===== src/rtl/defs_insn.sv =====
// Instruction-format constants and opecode classification shared by the decode stage.
package defs_insn;

    localparam int LEN_INSN     = 32;
    localparam int LEN_OPECODE  = 7;
    localparam int LEN_IMMF     = 1;
    localparam int LEN_CC       = 4;
    localparam int LEN_REG      = 32;
    localparam int LEN_REG_ADDR = 5;
    localparam int LEN_IMM      = 15;
    localparam int LEN_IMM_EX   = 32;
    localparam int NUM_REGS     = 1 << LEN_REG_ADDR;

    localparam int OPC_HI  = 31;
    localparam int OPC_LO  = 25;
    localparam int IMMF_LO = 24;
    localparam int CC_HI   = 23;
    localparam int CC_LO   = 20;
    localparam int RD_HI   = 19;
    localparam int RD_LO   = 15;
    localparam int RS_HI   = 14;
    localparam int RS_LO   = 10;
    localparam int IMM_HI  = 14;
    localparam int IMM_LO  = 0;

    // Groups are matched on opecode[6:3].
    localparam logic [3:0] GRP_ADD   = 4'b0000;
    localparam logic [3:0] GRP_SHIFT = 4'b0001;
    localparam logic [3:0] GRP_LOGIC = 4'b0010;
    localparam logic [3:0] GRP_MEMJ  = 4'b0011;

    localparam logic [LEN_OPECODE-1:0] OPC_CMP = 7'b000_0100;
    localparam logic [LEN_OPECODE-1:0] OPC_ST  = 7'b001_1001;
    localparam logic [LEN_OPECODE-1:0] OPC_J   = 7'b001_1010;
    localparam logic [LEN_OPECODE-1:0] OPC_JA  = 7'b001_1011;

    function automatic logic writes_rd(input logic [LEN_OPECODE-1:0] op);
        return !(op == OPC_CMP || op == OPC_ST || op == OPC_J || op == OPC_JA ||
                 op[6:5] == 2'b01);
    endfunction

    function automatic logic reads_rd(input logic [LEN_OPECODE-1:0] op);
        return (op[6:3] == GRP_ADD) || (op[6:3] == GRP_SHIFT) ||
               (op[6:3] == GRP_LOGIC) || (op == OPC_ST);
    endfunction

    // ADD, SHIFT, LOGIC and MEM/JUMP groups together form 00x_xxxx.
    function automatic logic reads_rs(input logic [LEN_OPECODE-1:0] op, input logic immf);
        return !immf && (op[6:5] == 2'b00);
    endfunction

    function automatic logic [LEN_IMM_EX-1:0] extend_imm(input logic [LEN_OPECODE-1:0] op,
                                                         input logic [LEN_IMM-1:0] imm);
        if (op[6:3] == GRP_LOGIC)
            return {{(LEN_IMM_EX-LEN_IMM){1'b0}}, imm};
        return {{(LEN_IMM_EX-LEN_IMM){imm[LEN_IMM-1]}}, imm};
    endfunction

endpackage


===== src/rtl/reg_file.sv =====
// Register file: two asynchronous read ports, one synchronous write port; a
// same-cycle write to a read address is returned on that read port.
module reg_file
    import defs_insn::*;
(
    input  logic                    clk,
    input  logic                    rst,
    input  logic [LEN_REG_ADDR-1:0] raddr_a,
    output logic [LEN_REG-1:0]      rdata_a,
    input  logic [LEN_REG_ADDR-1:0] raddr_b,
    output logic [LEN_REG-1:0]      rdata_b,
    input  logic                    we,
    input  logic [LEN_REG_ADDR-1:0] waddr,
    input  logic [LEN_REG-1:0]      wdata
);

    logic [LEN_REG-1:0] regs [NUM_REGS];

    always_ff @(posedge clk or negedge rst) begin
        if (!rst) begin
            for (int i = 0; i < NUM_REGS; i++)
                regs[i] <= '0;
        end else if (we) begin
            regs[waddr] <= wdata;
        end
    end

    assign rdata_a = (we && waddr == raddr_a) ? wdata : regs[raddr_a];
    assign rdata_b = (we && waddr == raddr_b) ? wdata : regs[raddr_b];

endmodule


===== src/rtl/decode_operand.sv =====
// Decode / operand-fetch stage: splits the instruction, fetches and forwards
// operands, interlocks on RAW against the instruction it is handing to execute.
module decode_operand
    import defs_insn::*;
(
    input  logic                    clk,
    input  logic                    rst,
    input  logic                    valid_i,
    input  logic [LEN_INSN-1:0]     insn_i,
    output logic                    stall_o,
    output logic                    valid_o,
    input  logic                    stall_i,
    output logic [LEN_OPECODE-1:0]  opecode,
    output logic [LEN_IMMF-1:0]     immf,
    output logic [LEN_CC-1:0]       cc,
    output logic [LEN_IMM_EX-1:0]   imm_ex,
    output logic [LEN_REG-1:0]      data_rd,
    output logic [LEN_REG-1:0]      data_rs,
    input  logic                    ex_valid,
    input  logic                    ex_we,
    input  logic [LEN_REG_ADDR-1:0] ex_addr,
    input  logic [LEN_REG-1:0]      ex_data,
    input  logic                    wb_we,
    input  logic [LEN_REG_ADDR-1:0] wb_addr,
    input  logic [LEN_REG-1:0]      wb_data
);

    logic [LEN_OPECODE-1:0]  op_d;
    logic [LEN_IMMF-1:0]     immf_d;
    logic [LEN_CC-1:0]       cc_d;
    logic [LEN_REG_ADDR-1:0] rd_d;
    logic [LEN_REG_ADDR-1:0] rs_d;
    logic [LEN_IMM-1:0]      imm_d;

    assign op_d   = insn_i[OPC_HI:OPC_LO];
    assign immf_d = insn_i[IMMF_LO +: LEN_IMMF];
    assign cc_d   = insn_i[CC_HI:CC_LO];
    assign rd_d   = insn_i[RD_HI:RD_LO];
    assign rs_d   = insn_i[RS_HI:RS_LO];
    assign imm_d  = insn_i[IMM_HI:IMM_LO];

    logic [LEN_REG-1:0] rf_rd;
    logic [LEN_REG-1:0] rf_rs;

    // The register file's write-through covers the writeback forwarding path.
    reg_file u_reg_file (
        .clk     (clk),
        .rst     (rst),
        .raddr_a (rd_d),
        .rdata_a (rf_rd),
        .raddr_b (rs_d),
        .rdata_b (rf_rs),
        .we      (wb_we),
        .waddr   (wb_addr),
        .wdata   (wb_data)
    );

    logic ex_fwd_ok;
    logic [LEN_REG-1:0] fwd_rd;
    logic [LEN_REG-1:0] fwd_rs;

    assign ex_fwd_ok = ex_valid && ex_we;
    assign fwd_rd    = (ex_fwd_ok && ex_addr == rd_d) ? ex_data : rf_rd;
    assign fwd_rs    = (ex_fwd_ok && ex_addr == rs_d) ? ex_data : rf_rs;

    // Destination of the instruction held in the output register, kept for the interlock.
    logic [LEN_REG_ADDR-1:0] out_rd;
    logic                    out_wr;
    logic                    hold;
    logic                    hazard;

    assign hold   = valid_o && stall_i;
    assign hazard = valid_i && valid_o && out_wr &&
                    ((reads_rd(op_d) && out_rd == rd_d) ||
                     (reads_rs(op_d, immf_d[0]) && out_rd == rs_d));
    assign stall_o = hold || hazard;

    always_ff @(posedge clk or negedge rst) begin
        if (!rst) begin
            valid_o <= 1'b0;
            opecode <= '0;
            immf    <= '0;
            cc      <= '0;
            imm_ex  <= '0;
            data_rd <= '0;
            data_rs <= '0;
            out_rd  <= '0;
            out_wr  <= 1'b0;
        end else if (!hold) begin
            if (hazard) begin
                valid_o <= 1'b0;
            end else begin
                valid_o <= valid_i;
                opecode <= op_d;
                immf    <= immf_d;
                cc      <= cc_d;
                imm_ex  <= extend_imm(op_d, imm_d);
                data_rd <= fwd_rd;
                data_rs <= fwd_rs;
                out_rd  <= rd_d;
                out_wr  <= writes_rd(op_d);
            end
        end
    end

endmodule

===== config.mk =====
export PLATFORM = sky130hd
export DESIGN_NAME = decode_operand
export DESIGN_NICKNAME = d
export VERILOG_FILES = /design/src/rtl/defs_insn.sv /design/src/rtl/reg_file.sv /design/src/rtl/decode_operand.sv
export SDC_FILE = /design/constraint.sdc
export NUM_CORES = 2
export LEC_CHECK = 0
export CAP_MARGIN = 20
export CORE_ASPECT_RATIO = 1.75
export CORE_MARGIN = 3
export CORE_UTILIZATION = 40
export CTS_BUF_LIST = sky130_fd_sc_hd__clkbuf_16
export DETAILED_ROUTE_END_ITERATION = 8
export SETUP_SLACK_MARGIN = 0.4
export SLEW_MARGIN = 20
export SYNTH_ARGS = -nofsm -noshare
export SYNTH_HDL_FRONTEND = slang
export SYNTH_SLANG_ARGS = --single-unit
export TNS_END_PERCENT = 20

===== constraint.sdc =====
create_clock -name clk -period 2.9 [get_ports clk]
set_input_delay 0.435 -clock clk [delete_from_list [all_inputs] [get_ports clk]]
set_output_delay 0.435 -clock clk [all_outputs]
set_load 0.02 [all_outputs]

**Word-level counts from Yosys, hierarchy flattened**

Index checks and enable logic that the tools add are counted.

- Output and inout bits: 110
- Register bits: 1,139
- Input port bits: 113

- Order comparisons: 4
- Mux-type cells: 19
- Reduce and logical (&&, ||, !) cells: 27
- Equal/unequal tests: 13
- Bitwise gates (word level): 5

Operators with widths:

| kind | number |
|---|---|
| bitwise mux 1024 bit | 1 |
| two-way mux 32 bit | 11 |
| binary-select mux 32 bit (select 5 bit) | 2 |
| demux 32 bit (select 5 bit) | 1 |
| equality test 5 bit | 6 |
| equality test 7 x 5 -> 1 bit, second input constant | 3 |
| greater-or-equal comparator 6 bit, second input constant | 3 |
| inverter 5 -> 6 bit | 3 |
| logical AND 1 bit | 13 |
| logical OR 1 bit | 9 |
| equality test 7 x 3 -> 1 bit, second input constant | 1 |
| less-than comparator 6 x 1 -> 1 bit, second input constant | 1 |
| equality test 4 x 1 -> 1 bit, second input constant | 1 |
| equality test 4 x 2 -> 1 bit, second input constant | 1 |
| logical NOT 4 bit | 1 |
| two-way mux 1 bit | 4 |
| equality test 2 x 1 -> 1 bit, second input constant | 1 |
| logical NOT 1 bit | 2 |
| logical NOT 2 bit | 1 |
| inverter 1 bit | 2 |
| AND reduction 2 bit | 1 |

**Depth between registers and ports, before layout**

- Depth after elaboration: 10
- Depth in mapped cells: 10
- Gate-level depth less buffers: 7

**Cells and area by module**

A second synthesis with hierarchy kept.

- Cells, all modules: 4,319
- Area, all modules: 60,994.7 µm²

By module, submodules not included:

| module | area an instance (µm²) | cells each | instances |
|---|---|---|---|
| reg_file | 55,903.6 | 3,972 | 1 |
| decode_operand | 5,091.1 | 347 | 1 |

**Least setup slack after synthesis**

Ideal clock, no wire load.

- Path type: input to output
- Start: input port insn_i[17]
- End: output port stall_o
- Data arrival time: 1,900 ps
- Stages: 9
- Setup slack: 565 ps
- Path through: buf_4 xnor2_1 nand4_1 nor4_2 o211a_1 o21ai_2 clkinv_2 buf_8 buf_6

- Longest elaborated chain between the ends: 5

RTL lines:

| item | RTL line | text |
|---|---|---|
| start, declared | decode_operand.sv:9 | `input logic [LEN_INSN-1:0] insn_i,` |
| equality test 5 bit | decode_operand.sv:74 | `((reads_rd(op_d) && out_rd == rd_d) \|\|` |
| logical AND 1 bit | decode_operand.sv:74 |  |
| logical OR 1 bit | decode_operand.sv:74 |  |
| logical AND 1 bit | decode_operand.sv:73 | `assign hazard = valid_i && valid_o && out_wr &&` |
| logical OR 1 bit | decode_operand.sv:76 | `assign stall_o = hold \|\| hazard;` |
| end, declared | decode_operand.sv:10 | `output logic stall_o,` |

No other way between the ends.

**Worst setup path after layout**

- Start: register out_rd[0]
- End: output port stall_o

- Longest elaborated chain between the ends: 5
- Elaborated cells between the ends (all ways): 7
- Classes of those cells: eq/ne: 2; reduce/logical: 5

RTL lines:

| item | RTL line | text |
|---|---|---|
| start, declared | decode_operand.sv:67 | `logic [LEN_REG_ADDR-1:0] out_rd;` |
| start signal, assigned | decode_operand.sv:100 | `out_rd <= rd_d;` |
| equality test 5 bit (on tied branches) | decode_operand.sv:74, decode_operand.sv:75 |  |
| logical AND 1 bit (on tied branches) | decode_operand.sv:74, decode_operand.sv:75 |  |
| logical OR 1 bit (*) | decode_operand.sv:74 |  |
| logical AND 1 bit (*) | decode_operand.sv:73 |  |
| logical OR 1 bit (*) | decode_operand.sv:76 |  |

Every way passes the cells marked *; elsewhere a longest branch is shown, timed or not.

==> out/qor.yml <==
critical_path:
  rr_worst_depth: 11
  crit_chain: "xnor2_1 -> nand4_1 -> nor4_2 -> o211a_1 -> o21ai_4 -> clkinv_4 -> buf_6"
  regToRegEndpoint: "out_rd[0]$_DFFE_PN0P_"
  slowest_delay_ns: 0.46
  crit_family: "simple AND/OR/NAND/NOR gates"
  startpoint: "out_rd[0]$_DFFE_PN0P_"
  path_class: "flip-flop to output pin"
  worst_setup_path_start_kind: "flip-flop"
  critPathMaxFanout: 3
  r2r_start: "out_rd[0]$_DFFE_PN0P_"
  r2r_slack_ns: 0.27
  crit_slowest_cell: "dfrtp_1"
  crit_end: "stall_o"
  cp_num_buf_inv: 2
  worstPathArrival_ns: 2.44
  cp.depth: 7
  end_kind: "output pin"
  worstPathRequired_ns: 2.47
clock_network:
  cts_tree: "yes"
  h-tree-depth: 3
  insertion_delay_ns: 0.72
  path_clk_slew_ns: 0.07
  clock_sinks: 1123
  root_buffer: "clkbuf_16"
  clockBufferDepth: 3
  cts_made_buffers: 106
sta:
  rsz0062_at_grt: "yes"
  max_slew.worst_pin.slew_ns: 1.02
  fin_crit_sh_pct: 99.1
  skew_ns: 0.0328
  fin_ws_ns: 0.0253
  hold_viol_final: 0
  drv_slew: 0
  slew_headroom_pct: 31.5
  min_period_ns: 2.87
  max_freq_mhz: 348
  setup_viol: 0
synthesis:
  async_reset_ff_share_pct: 100
  synth_area_um2: 61400
  synth.area.mux_share_pct: 38.3
  yosysWarnings: 0
  syn-num-nets: 4759
  ys.flop_type: "dfrtp_1"
  synth_edf_count: 0
  synth-compound-area-share_pct: 7.68
  synthCells: 4646
  synthDistinctLibCells: 57
  synth_top_family_by_area: "multiplexers"
  yosys.area_share.simple_pct: 3.94
  syn_area_per_cell_um2: 13.2
  synth-xor-area-share_pct: 0.428
  yosysSeqAreaShare_pct: 45.8
  ys_ff_latch: 1123
  synth_fa_ha_area_share_pct: 0
place:
  dp_slack_ns: -0.0990
  port_buffers: 222
  gp_congestion: 0.849
  dp_hpwl_um: 145000
die:
  dieArea_um2: 158000
  core_um2: 152000
  die_h_um: 524
  core.rowCount: 189
  pin_count: 223
  fp.dieW_um: 302
  start_util_pct: 40.4
route:
  drt_first_pass_iters: 5
  ant_nets: 0
  vias: 43800
  wire_per_inst_um: 33.0
  drt-initial-drc-count: 3745
  routed_wirelength_um: 229000
  avgViaCountPerCell: 6.32
  drc: 0
grt:
  grt_pass1_vias: 45400
  grt_use_total_pct: 28.4
  grt_pass1_wl_um: 326000
  grt_max_degree: 104
  overflow: 0
  antenna_found_initial: 13
final_layout:
  multi_input_area_um2: 31500
  seq_area_um2: 28100
  drive_gt1_share_pct: 39.6
  num-fill-cells: 13400
  area_growth_pct: 18.1
  layout.nets: 4953
outcome:
  outcome: "complete, no violations"
power_and_ir_drop:
  p_total_mw: 45.9
  peakVddDrop_mv: 0.467
  power_density_nw_per_um2: 633
  p_leak_nw: 32.2
run:
  maxCapViolations: 0
worst_hold_path:
  hp-class: "input port to asynchronous set/reset pin"
## per-layer routing
layer  track usage [%]  vias to the layer above  part of all wire [%]
met5                 0                        -                0.0083
met4              15.4                        4                   6.1
met3              4.24                      618                   6.2
met2              47.5                     1754                    49
met1              35.4                    23600                    39
li1                  -                    17900                     -
## worst min path at each step
stage | from | endpoint | slack (ns)
floorplan | rst | cc[0]$_DFFE_PN0P_ | 0.14
global placement | rst | u_reg_file.regs[307]$_DFFE_PN0P_ | 0.35
detailed placement | rst | u_reg_file.regs[307]$_DFFE_PN0P_ | 0.35
CTS | rst | u_reg_file.regs[780]$_DFFE_PN0P_ | 0.17
global route | rst | u_reg_file.regs[780]$_DFFE_PN0P_ | 0.21
finish | rst | u_reg_file.regs[780]$_DFFE_PN0P_ | 0.20
## placed cells by master, fill, tap and decap left out, types with 26 or more instances in the layout
cell type / n
dfrtp_1: 1118
mux2_2: 1049
mux2i_1: 557
mux4_2: 256
clkdlybuf4s50_1: 210
buf_4: 203
a22oi_1: 179
a21oi_1: 149
buf_12: 140
nand2_1: 130
clkbuf_16: 113
nand3_1: 83
nand2b_1: 65
a21o_1: 59
nor2b_1: 58
a211oi_1: 58
nor3_1: 39
o2bb2ai_2: 38
clkinv_1: 26
## what timing repair did
| action | in CTS | in global routing |
|---|---|---|
| setup endpoints to repair | 48 | 113 |
| hold buffers | 1 | 0 |
| gates resized for setup | 23 | 68 |
| pin swaps | 4 | 4 |
| gates cloned | 3 | 4 |
| endpoints found under the hold margin | 225 | 0 |
| setup buffers | 3 | 5 |
## layout make-up
class / instances / share of cell area (%)
multi-input combinational: 3029 / 43.5
antenna: 4 / 0.0138
timing repair buffer: 578 / 9.49
inverter: 2 / 0.0173
tap: 2005 / 3.46
sequential: 1123 / 38.8
clock inverter: 85 / 0.975
clock buffer: 110 / 3.80
## sequential cells by signal (all words and copies together), names as in the netlist
register,cells
u_reg_file.regs,1024
out_rd,5
out_wr,1
cc,4
imm_ex,16
data_rs,32
valid_o,1
data_rd,32
immf,1
opecode,7
## where the power goes
part           internal, mW  total [mW]  switching (mW)
clock network          7.98        14.4            6.40
logic                  5.85        10.4            4.55
registers              18.7        21.1            2.43
total                  32.5        45.9            13.4
## synthesized netlist by cell type (12+ instances only)
cell type  instances  share of area [%]
mux4_2           256                9.4
nor2b_1           62               0.63
o21ai_0           24               0.20
o2bb2ai_2         39               0.95
xor2_1            12               0.17
nor3_1            39               0.32
dfrtp_1         1123                 46
nand4_1           24               0.24
nand3_1           83               0.68
mux2_1            27               0.50
a41oi_1           21               0.30
a21oi_1          149                1.2
xnor2_1           18               0.26
o2bb2ai_1         20               0.29
nand2b_1          66               0.67
nand2_1          148               0.90
clkbuf_1         214                1.3
a211oi_1          58               0.71
a311oi_1          23               0.33
buf_2            134                1.1
a22oi_1          179                2.2
buf_1             64               0.39
mux2_2          1054                 19
a21o_1            59               0.72
buf_4             66               0.81
nor2_1            23               0.14
o211ai_1          20               0.24
buf_6             12               0.22
mux2i_1          557                9.1
## cells by family after synthesis
group | Yosys count
simple gates | 473
xor+xnor | 30
mux | 1894
compound gates | 632
flops | 1123
buf+inv | 494
## stage by stage
stage                     setup TNS [ns]  cell area, µm²  util (%)  hold slack, ns  std cells
after detailed placement           -2.81           68300      44.9           0.348       6721
final                                  0           72500      47.7           0.203       6936
after global routing             -0.0522           72500      47.7           0.213       6933
after CTS                        -0.0681           72000      47.3           0.171       6923
after floorplan                        0           61400         -           0.139       4646
after global placement             -4.54           68300      44.9           0.353       6721
Note: power is estimated with default switching activity, not from simulation.
